[src/rtl/decoder_pkg.sv]
// Shared constants, FSM state type and a one-hot helper for the 8-to-3 priority encoder.
package decoder_pkg;

    localparam int N_LINES = 8;
    localparam int IDX_W   = 3;

    typedef enum logic {
        IDLE = 1'b0,
        HOLD = 1'b1
    } state_t;

    function automatic logic [N_LINES-1:0] idx_onehot(input logic [IDX_W-1:0] idx);
        logic [N_LINES-1:0] one;
        one      = '0;
        one[idx] = 1'b1;
        return one;
    endfunction

endpackage

[src/rtl/prio_pick_8_3.sv]
// Combinational priority pick: index of the winning set bit and whether any bit is set.
module prio_pick_8_3
    import decoder_pkg::*;
#(
    parameter int HI_FIRST = 1
) (
    input  logic [N_LINES-1:0] vec,
    output logic [IDX_W-1:0]   idx,
    output logic               any
);

    // Later matches overwrite earlier ones, so the scan order decides the winner.
    always_comb begin
        idx = '0;
        any = |vec;
        if (HI_FIRST != 0) begin
            for (int i = 0; i < N_LINES; i++) begin
                if (vec[i]) idx = i[IDX_W-1:0];
            end
        end else begin
            for (int i = N_LINES - 1; i >= 0; i--) begin
                if (vec[i]) idx = i[IDX_W-1:0];
            end
        end
    end

endmodule

[src/rtl/priority_encoder_8_3.sv]
// Registered priority encoder: captures request lines, presents one index at a time
// with a valid/ready handshake, and flags requests that hit an already-pending line.
module priority_encoder_8_3
    import decoder_pkg::*;
#(
    parameter int HI_FIRST = 1
) (
    input  logic                clk,
    input  logic                rst,
    input  logic                E,
    input  logic [N_LINES-1:0]  D,
    output logic [IDX_W-1:0]    S,
    output logic                valid,
    input  logic                ready,
    output logic [N_LINES-1:0]  pending,
    output logic                dup
);

    state_t               state_q, state_d;
    logic [N_LINES-1:0]   pending_q, pending_d;
    logic [IDX_W-1:0]     s_q, s_d;
    logic                 valid_q, valid_d;
    logic                 dup_q, dup_d;
    logic [N_LINES-1:0]   clr;
    logic [N_LINES-1:0]   cap;
    logic [IDX_W-1:0]     pick_idx;
    logic                 pick_any;

    prio_pick_8_3 #(
        .HI_FIRST (HI_FIRST)
    ) u_pick (
        .vec (pending_q),
        .idx (pick_idx),
        .any (pick_any)
    );

    always_comb begin
        clr       = (valid_q && ready) ? idx_onehot(s_q) : '0;
        cap       = D & {N_LINES{E}};
        // Clear is applied before the set, so a same-cycle capture re-arms the line.
        pending_d = (pending_q & ~clr) | cap;
        dup_d     = dup_q | (|(cap & pending_q & ~clr));

        state_d = state_q;
        s_d     = s_q;
        valid_d = valid_q;
        case (state_q)
            IDLE: begin
                if (pick_any) begin
                    s_d     = pick_idx;
                    valid_d = 1'b1;
                    state_d = HOLD;
                end
            end
            HOLD: begin
                if (ready) begin
                    valid_d = 1'b0;
                    state_d = IDLE;
                end
            end
            default: begin
                valid_d = 1'b0;
                state_d = IDLE;
            end
        endcase
    end

    always_ff @(posedge clk) begin
        if (rst) begin
            state_q   <= IDLE;
            pending_q <= '0;
            s_q       <= '0;
            valid_q   <= 1'b0;
            dup_q     <= 1'b0;
        end else begin
            state_q   <= state_d;
            pending_q <= pending_d;
            s_q       <= s_d;
            valid_q   <= valid_d;
            dup_q     <= dup_d;
        end
    end

    assign S       = s_q;
    assign valid   = valid_q;
    assign pending = pending_q;
    assign dup     = dup_q;

endmodule

[config.mk]
export PLATFORM = sky130hd
export DESIGN_NAME = priority_encoder_8_3
export DESIGN_NICKNAME = d
export VERILOG_FILES = /design/src/rtl/decoder_pkg.sv /design/src/rtl/prio_pick_8_3.sv /design/src/rtl/priority_encoder_8_3.sv
export SDC_FILE = /design/constraint.sdc
export NUM_CORES = 1
export LEC_CHECK = 0
export ABC_AREA = 0
export CORE_MARGIN = 3
export CORE_UTILIZATION = 46
export CTS_CLUSTER_SIZE = 28
export DETAILED_ROUTE_END_ITERATION = 8
export GPL_TIMING_DRIVEN = 0
export PLACE_DENSITY = 0.9
export SYNTH_ARGS = -nofsm -noshare
export SYNTH_HDL_FRONTEND = slang
export SYNTH_SLANG_ARGS = --single-unit
[constraint.sdc]
create_clock -name clk -period 2.3 [get_ports clk]
set_clock_uncertainty 0.1 [all_clocks]
set_input_delay 0.575 -clock clk [delete_from_list [all_inputs] [get_ports clk]]
set_output_delay 0.575 -clock clk [all_outputs]
set_load 0.01 [all_outputs]
# == Word level (Yosys, flattened, before mapping) ==
# Cells that the tools add are included.
# totals
reg_bits,14
in_bits,12
output_inout_bits,13
elab_cells,39
# classes
n_lt_le_gt_ge,2
n_eq_ne,2
mux,16
bitwise,8
reduce_logical,6
# op_table
op,n
$and A8 B8 Y8,4
$reduce_or A8 Y1,2
$mux W3,4
$mux W8,1
$not A8 Y8,1
$or A8 B8 Y8,1
$mux W1,6
$lt A3 B4 Y1 const B,1
$mux W2,2
$ne A2 B2 Y1 const B,2
$pmux W1 S2,2
$reduce_and A2 Y1,2
$demux W1 S3,1
$ge A3 B1 Y1 const B,1
$logic_and A1 B1 Y1,2
$not A1 Y1,1
$or A1 B1 Y1,1

# == Longest topological paths before layout ==
# Gate-level depths: netlist (run 1).
# depth
word_depth,9
depth_mapped,5
ltp_nobuf,4

# == Hierarchy ==
# From an unflattened synthesis (run 1), not the netlist that was laid out.
# hier_totals
cells_unflattened,82
hier_area_um2,671.9
# by_module_without_submodules
mod,instances,cells_per_inst,area_per_inst_um2,seq_area_each_um2
priority_encoder_8_3,1,70,605.6,280.3
prio_pick_8_3,1,12,66.3,0.0

# == Worst setup path after synthesis (run 1) ==
# Ideal clock, no wire load.
# synth_timing
path_kind,input port to flip-flop
start,input ready
end,"register dup_q, in the netlist dup"
setup_time_ps,131
t_arrival_ps,1342
required_ps,2069
slack_ps,727
stages,4
path_buffers,0
cell_sequence,nor3b_2 -> a31oi_1 -> a2111oi_2 -> a31oi_1
# synth_between
elab_chain_cells,6
# synth_rtl
element,line_no,source
from (decl),priority_encoder_8_3.sv:14,"input logic ready,"
$logic_and A1 B1 Y1,priority_encoder_8_3.sv:38,clr = (valid_q && ready) ? idx_onehot(s_q) : '0;
$mux W8,priority_encoder_8_3.sv:38,
$not A8 Y8,priority_encoder_8_3.sv:42,dup_d = dup_q | (|(cap & pending_q & ~clr));
$and A8 B8 Y8,priority_encoder_8_3.sv:42,
$reduce_or A8 Y1,priority_encoder_8_3.sv:42,
$or A1 B1 Y1,priority_encoder_8_3.sv:42,
to (signal assigned),priority_encoder_8_3.sv:80,dup_q <= dup_d;
to (decl),priority_encoder_8_3.sv:23,"logic dup_q, dup_d;"
# Every way passes these cells.
# A chain may end at the register's enable or synchronous reset.

# == Final worst setup path (run 1) ==
# layout_timing
start,"register valid_q, in the netlist valid"
end,output valid
# layout_rtl
element,line_no,source
from (decl),priority_encoder_8_3.sv:22,"logic valid_q, valid_d;"
from (signal assigned),priority_encoder_8_3.sv:79,valid_q <= valid_d;
to (decl),priority_encoder_8_3.sv:13,"output logic valid,"
# No word-level cell between the ends.

==> results of run 1 <==
path summary, 6_finish.rpt:
path	start	end	slack, ns	cells after the start
max	valid$_SDFFE_PP0P_	valid	0.25	1
min	state_q$_SDFF_PP0_	state_q$_SDFF_PP0_	0.46	1
max reg2reg	valid$_SDFFE_PP0P_	dup$_SDFF_PP0_	0.72	4
min reg2reg	state_q$_SDFF_PP0_	state_q$_SDFF_PP0_	0.46	1
sequential cells by signal (all words and copies together) (netlist names):
register and cells:
valid 1, S 3, pending 8, state_q 1, dup 1
routing by layer:
layer | share of wire [%] | routed length [um]
met1 | 42 | 782
met2 | 48 | 892
met4 | 2.6 | 48
met5 | 0 | 0
met3 | 7.2 | 134
synthesized netlist by cell type:
| cell | instances | share of area, % |
|---|---|---|
| nand2_1 | 7 | 3.8 |
| clkbuf_1 | 2 | 1.1 |
| inv_1 | 3 | 1.6 |
| nor2b_4 | 1 | 2.0 |
| nand2b_1 | 1 | 0.90 |
| or2_2 | 1 | 0.90 |
| a21oi_2 | 1 | 1.3 |
| nor3b_2 | 1 | 1.8 |
| nor2_1 | 11 | 5.9 |
| o21ai_0 | 1 | 0.72 |
| a31oi_1 | 6 | 5.4 |
| nor4_2 | 2 | 3.6 |
| nand3_1 | 3 | 2.2 |
| o21a_1 | 2 | 2.2 |
| and2_1 | 1 | 0.90 |
| a311oi_1 | 1 | 1.3 |
| and3b_1 | 2 | 2.5 |
| a2111oi_2 | 1 | 2.2 |
| o21bai_1 | 2 | 2.2 |
| a22oi_1 | 6 | 6.5 |
| buf_2 | 1 | 0.72 |
| a21oi_1 | 8 | 5.7 |
| a211oi_1 | 1 | 1.1 |
| nor3_1 | 2 | 1.4 |
| dfxtp_1 | 14 | 40 |
| a32oi_1 | 1 | 1.3 |
| and3_1 | 1 | 0.90 |
placed cells by master, fill, tap and decap left out:
| master | n |
|---|---|
| a2111oi_2 | 1 |
| a211oi_1 | 1 |
| a21oi_1 | 8 |
| a21oi_2 | 1 |
| a22oi_1 | 6 |
| a311oi_1 | 1 |
| a31oi_1 | 6 |
| a32oi_1 | 1 |
| and2_1 | 1 |
| and3_1 | 1 |
| and3b_1 | 2 |
| buf_2 | 1 |
| clkbuf_1 | 2 |
| clkbuf_4 | 3 |
| clkbuf_8 | 1 |
| clkdlybuf4s50_1 | 23 |
| dfxtp_1 | 14 |
| inv_1 | 3 |
| nand2_1 | 7 |
| nand2b_1 | 1 |
| nand3_1 | 3 |
| nor2_1 | 11 |
| nor2b_4 | 1 |
| nor3_1 | 2 |
| nor3b_2 | 1 |
| nor4_2 | 2 |
| o21a_1 | 2 |
| o21ai_0 | 1 |
| o21bai_1 | 2 |
| or2_2 | 1 |
where the power goes:
part | total (mW) | internal (mW) | switching [mW]
registers | 0.299 | 0.266 | 0.0329
logic | 0.174 | 0.0951 | 0.0787
clock network | 0.177 | 0.0964 | 0.0804
kinds of logic after synthesis:
kind of cell           share of synthesized area [%]
AO/OA/AOI/OAI                                  29.62
AND/OR/NAND/NOR                                26.75
flip-flops                                     40.22
buffers and inverters                          3.411
per-stage QoR:
stage | hold WS, ns | power [mW] | cell area (sq um) | utilization, % | setup WS, ns
2_1_floorplan | 0.3940 | 0.3919 | 696.9 | - | 0.7268
3_3_place_gp | 0.4107 | 0.4703 | 945.9 | 69.23 | 0.08057
3_5_place_dp | 0.4447 | 0.4761 | 945.9 | 69.23 | 0.01043
4_1_cts | 0.4642 | 0.6523 | 982.2 | 71.89 | 0.2453
5_1_grt | 0.4797 | 0.6859 | 982.2 | 71.89 | 0.1551
6_report | 0.4573 | 0.6495 | 982.2 | 71.89 | 0.2473
area by class of cell:
class	count	area (sq um)
fillers	126	384.1
clock buffers	4	36.28
multi-input cells	63	392.9
plain buffers	3	12.51
flip-flops and latches	14	280.3
inverters	3	11.26
well taps	15	18.77
repair buffers	23	230.2
==> insert_results.sql, run 1 <==
INSERT INTO impl_metrics (metric_group, metric, value, unit) VALUES
('sta', 'worstMarginPinSlew', '0.4671', 'ns'),
('grt', 'grt_busiest_layer', 'met2', ''),
('synth', 'mappedNetlistNets', '95', ''),
('setup_path', 'timing.critical_path.cells', 'clkdlybuf4s50_1', ''),
('sta', 'fin_crit_sh', '89.25', '%'),
('hold_path', 'hold_path_class', 'flip-flop to flip-flop', ''),
('power_and_ir_drop', 'leakage', '0.3668', 'nW'),
('placed_design', 'io_buffer_count', '23', ''),
('die', 'die_area', '2018', 'sq um'),
('sta', 'finalMaxSlewViolations', '0', ''),
('clocking', 'clock_path_buffers', '2', ''),
('sta', 'final_setup_vio_count', '0', ''),
('clocking', 'clk_root_buffer_cell', 'clkbuf_4', ''),
('clocking', 'clk_transition_reported_paths', '0.09', 'ns'),
('placed_design', 'dp.cells', '121', ''),
('routing', 'routed_via_density', '5.960', ''),
('grt', 'global_route.usage.met2', '33.05', '%'),
('clocking', 'htree_num_levels', '1', ''),
('finish', 'instances_no_fill', '125', ''),
('grt', 'first_global_vias', '720', ''),
('finish', 'antenna-diode-count', '0', ''),
('sta', 'max_freq', '487.2', 'MHz'),
('synth', 'yosys.cell_types.count', '27', ''),
('finish', 'area.growth.synth_to_final', '40.93', '%'),
('grt', 'gr-usage-met1', '24.51', '%'),
('synth', 'synth.yosys.seq_area_share', '40.22', '%'),
('die', 'die_height', '44.93', 'um'),
('power_and_ir_drop', 'ir_drop', '0.4405', 'mV'),
('grt', 'gr-usage-met3', '3.586', '%'),
('setup_path', 'cp.buffers_inverters', '1', ''),
('clocking', 'number_of_buffers_created_by_cts', '3', ''),
('sta', 'finalSetupTns', '0', 'ns'),
('synth', 'syn_area', '696.9', 'sq um'),
('setup_path', 'cp_max_fo', '9', ''),
('setup_path', 'critical_path_required', '1.62', 'ns'),
('placed_design', 'post-dp-hpwl', '1378', 'um'),
('clocking', 'cts_hold_buffers', '0', ''),
('clocking', 'cts_post_setup_buffers_inserted', '0', ''),
('sta', 'timing.final.crit_period', '2.053', 'ns'),
('setup_path', 'critPathLaunchType', 'flip-flop', ''),
('clocking', 'cts_tree', 'built', ''),
('routing', 'drt-total-wl', '1858', 'um'),
('routing', 'routedWlPerCell', '14.86', 'um'),
('grt', 'globalRouteOverflowTotal', '0', ''),
('synth', 'ffs_latches_synth', '14', ''),
('grt', 'grt_first_pass_wirelength', '3056', 'um'),
('finish', 'share_of_post_route_cells_with_drive_strength_above_1', '10.91', '%'),
('setup_path', 'cpLargestDelayFamily', 'buffers and inverters', ''),
('routing', 'via_count', '745', ''),
('synth', 'synth-warning-count', '0', ''),
('routing', 'detail-route-antenna-nets', '0', ''),
('grt', 'grt_max_degree', '11', ''),
('run', 'max_cap_violations', '0', ''),
('die', 'floorplan.rows', '13', ''),
('sta', 'slew-limit-headroom', '68.86', '%'),
('routing', 'drt_pass1_iterations', '4', ''),
('placed_design', 'place.gp.congestion', '0.8356', ''),
('setup_path', 'max_stage_delay', '0.60', 'ns'),
('die', 'initial_core_util', '51.01', '%'),
('sta', 'hold_violations', '0', ''),
('die', 'die-width', '44.93', 'um'),
('synth', 'postSynthCellCount', '83', ''),
('power_and_ir_drop', 'power_density', '661.2', 'nW/um^2'),
('setup_path', 'critical_path_class', 'flip-flop to output port', ''),
('setup_path', 'worst_setup_path_end_kind', 'output port', ''),
('setup_path', 'worstPathArrival', '1.38', 'ns'),
('setup_path', 'cpMaxStageDelayCell', 'clkdlybuf4s50_1', ''),
('clocking', 'worst_skew_pair_latency', '0.28', 'ns'),
('die', 'core_region_area', '1366', 'sq um'),
('routing', 'detail_route.drc_violations', '0', ''),
('clocking', 'cts_resized', '0', ''),
('grt', 'globalRouteTotalUtil', '20.61', '%'),
('die', 'io_pins', '25', ''),
('clocking', 'number_of_sinks_handled_by_clock_tree_synthesis', '14', ''),
('sta', 'grt_setup_unrepaired', 'no', ''),
('routing', 'initialDrtViolationCount', '19', ''),
('grt', 'antenna_found_initial', '0', ''),
('finish', 'num-nets-final', '123', ''),
('outcome', 'status', 'completed', ''),
('synth', 'synth_area_per_cell', '8.397', 'sq um');
Note: power is estimated with default switching activity, not from simulation.
==> inputs of run 2 (changes only) <==
--- a/config.mk
+++ b/config.mk
@@ -7,11 +7,11 @@
 export LEC_CHECK = 0
 export ABC_AREA = 0
 export CORE_MARGIN = 3
-export CORE_UTILIZATION = 46
+export CORE_UTILIZATION = 35
 export CTS_CLUSTER_SIZE = 28
 export DETAILED_ROUTE_END_ITERATION = 8
 export GPL_TIMING_DRIVEN = 0
-export PLACE_DENSITY = 0.9
+export PLACE_DENSITY = 0.73
 export SYNTH_ARGS = -nofsm -noshare
 export SYNTH_HDL_FRONTEND = slang
 export SYNTH_SLANG_ARGS = --single-unit
==> run 2 against run 1 <==
  * Sequential cell count did not move
  * Sequential power about the same
  * Setup slack got worse by 0.0061 ns
  * Total power is 7.0% lower
  * Critical path depth unchanged
  * Global-route usage is 4.8 points lower
  * Design area is 0.13% lower
  * Die area increased by 27%
  * Combinational power about the same
  * Clock power shrank 24%
  * Non-clock buffer count did not move
  * Critical path type unchanged
  * Critical endpoint unchanged
==> insert_results.sql, run 2 (synthesized netlist as in run 1, its figures left out) <==
INSERT INTO impl_metrics (metric_group, metric, value, unit) VALUES
('outcome', 'status', 'completed', ''),
('clocking', 'cts_post_setup_buffers_inserted', '0', ''),
('sta', 'hold_violations', '0', ''),
('sta', 'finalSetupTns', '0', 'ns'),
('setup_path', 'cpLargestDelayFamily', 'buffers and inverters', ''),
('clocking', 'number_of_sinks_handled_by_clock_tree_synthesis', '14', ''),
('clocking', 'cts_hold_buffers', '0', ''),
('sta', 'timing.final.crit_period', '2.059', 'ns'),
('clocking', 'clk_root_buffer_cell', 'clkbuf_4', ''),
('die', 'die_area', '2562', 'sq um'),
('power_and_ir_drop', 'power_density', '615.7', 'nW/um^2'),
('routing', 'via_count', '727', ''),
('routing', 'drt_pass1_iterations', '4', ''),
('routing', 'routed_via_density', '5.425', ''),
('die', 'die-width', '50.62', 'um'),
('sta', 'fin_crit_sh', '89.51', '%'),
('setup_path', 'cp.buffers_inverters', '1', ''),
('die', 'floorplan.rows', '15', ''),
('power_and_ir_drop', 'leakage', '0.3596', 'nW'),
('setup_path', 'timing.critical_path.cells', 'clkdlybuf4s50_1', ''),
('sta', 'finalHoldWorstSlack', '0.4386', 'ns'),
('sta', 'worstMarginPinSlew', '0.4688', 'ns'),
('setup_path', 'critical_path_class', 'flip-flop to output port', ''),
('sta', 'grt_setup_unrepaired', 'no', ''),
('die', 'io_pins', '25', ''),
('grt', 'globalRouteOverflowTotal', '0', ''),
('placed_design', 'post-dp-hpwl', '1385', 'um'),
('placed_design', 'placement.cell_area', '958.4', 'sq um'),
('setup_path', 'cp_max_fo', '9', ''),
('placed_design', 'place.gp.congestion', '0.8437', ''),
('clocking', 'worst_skew_pair_latency', '0.28', 'ns'),
('die', 'core_region_area', '1802', 'sq um'),
('finish', 'num-nets-final', '123', ''),
('routing', 'detail_route.drc_violations', '0', ''),
('setup_path', 'worst_setup_path_end_kind', 'output port', ''),
('die', 'initial_core_util', '38.68', '%'),
('finish', 'instances_no_fill', '134', ''),
('sta', 'final_setup_vio_count', '0', ''),
('finish', 'area.growth.synth_to_final', '40.75', '%'),
('sta', 'finalMaxSlewViolations', '0', ''),
('setup_path', 'max_stage_delay', '0.60', 'ns'),
('clocking', 'clock_path_buffers', '2', ''),
('finish', 'postLayoutCellArea', '980.9', 'sq um'),
('grt', 'grt_max_degree', '11', ''),
('sta', 'slew-limit-headroom', '68.75', '%'),
('grt', 'first_global_vias', '669', ''),
('finish', 'final_cell_mix', 'clkdlybuf4s50_1, dfxtp_1, nor2_1', ''),
('sta', 'max_freq', '485.7', 'MHz'),
('finish', 'share_of_post_route_cells_with_drive_strength_above_1', '10.09', '%'),
('grt', 'antenna_found_initial', '0', ''),
('placed_design', 'io_buffer_count', '23', ''),
('setup_path', 'worstPathArrival', '1.38', 'ns'),
('clocking', 'cts_tree', 'built', ''),
('finish', 'max_ffs_per_register', '8', ''),
('routing', 'initialDrtViolationCount', '13', ''),
('finish', 'fillers', '199', ''),
('setup_path', 'critPathLaunchType', 'flip-flop', ''),
('clocking', 'number_of_buffers_created_by_cts', '3', ''),
('finish', 'antenna-diode-count', '0', ''),
('placed_design', 'dp.cells', '131', ''),
('clocking', 'clk_transition_reported_paths', '0.07', 'ns'),
('grt', 'grt_first_pass_wirelength', '3091', 'um'),
('routing', 'drt-total-wl', '1791', 'um'),
('power_and_ir_drop', 'ir_drop', '0.3722', 'mV'),
('clocking', 'htree_num_levels', '1', ''),
('die', 'die_height', '50.62', 'um'),
('setup_path', 'critical_path_required', '1.62', 'ns'),
('setup_path', 'cpMaxStageDelayCell', 'clkdlybuf4s50_1', ''),
('routing', 'detail-route-antenna-nets', '0', ''),
('clocking', 'cts_resized', '0', ''),
('run', 'max_cap_violations', '0', ''),
('finish', 'mostFrequentLayoutCell', 'clkdlybuf4s50_1', ''),
('grt', 'globalRouteTotalUtil', '15.81', '%'),
('routing', 'routedWlPerCell', '13.37', 'um'),
('hold_path', 'hold_path_class', 'flip-flop to flip-flop', '');
==> run 2: cell type report <==
class                      count  area, sq um  share of cell area (%)
buffer                         3        12.51                   1.276
multi-input combinational     63        392.9                   40.05
inverter                       3        11.26                   1.148
clock buffer                   3        22.52                   2.296
timing repair buffer          23        230.2                   23.47
sequential                    14        280.3                   28.57
tap                           25        31.28                   3.189
==> run 2: path summary, 6_finish.rpt <==
| path | start | to | slack, ns | cells after the start |
|---|---|---|---|---|
| worst min register to register | state_q$_SDFF_PP0_ | state_q$_SDFF_PP0_ | 0.44 | 1 |
| worst max-delay path | valid$_SDFFE_PP0P_ | valid | 0.24 | 1 |
| worst max register to register | valid$_SDFFE_PP0P_ | dup$_SDFF_PP0_ | 0.73 | 4 |
| worst min-delay path | state_q$_SDFF_PP0_ | state_q$_SDFF_PP0_ | 0.44 | 1 |
==> run 2: through the flow <==
| step | setup slack [ns] | power [mW] | utilization [%] |
|---|---|---|---|
| 4_1_cts | 0.2182 | 0.6136 | 54.44 |
| 3_5_place_dp | 0.07411 | 0.4761 | 53.19 |
| 6_report | 0.2412 | 0.6039 | 54.44 |
| 5_1_grt | 0.1670 | 0.6480 | 54.44 |
| 2_1_floorplan | 0.7268 | 0.3919 | - |
| 3_3_place_gp | 0.08836 | 0.4735 | 53.19 |
==> run 2: per-layer routing <==
metal	GRT usage (%)	wire [um]	vias to the layer above
met1	21.96	851	344
met4	4.036	18	0
met5	0	0	-
met2	22.61	803	20
met3	6.231	117	2
li1	-	-	361
==> run 2: power by group <==
| group | internal [mW] | switching (mW) | total [mW] |
|---|---|---|---|
| Combinational | 0.0950 | 0.0770 | 0.172 |
| Clock | 0.0607 | 0.0728 | 0.134 |
| Sequential | 0.266 | 0.0325 | 0.298 |
| Total | 0.422 | 0.182 | 0.604 |
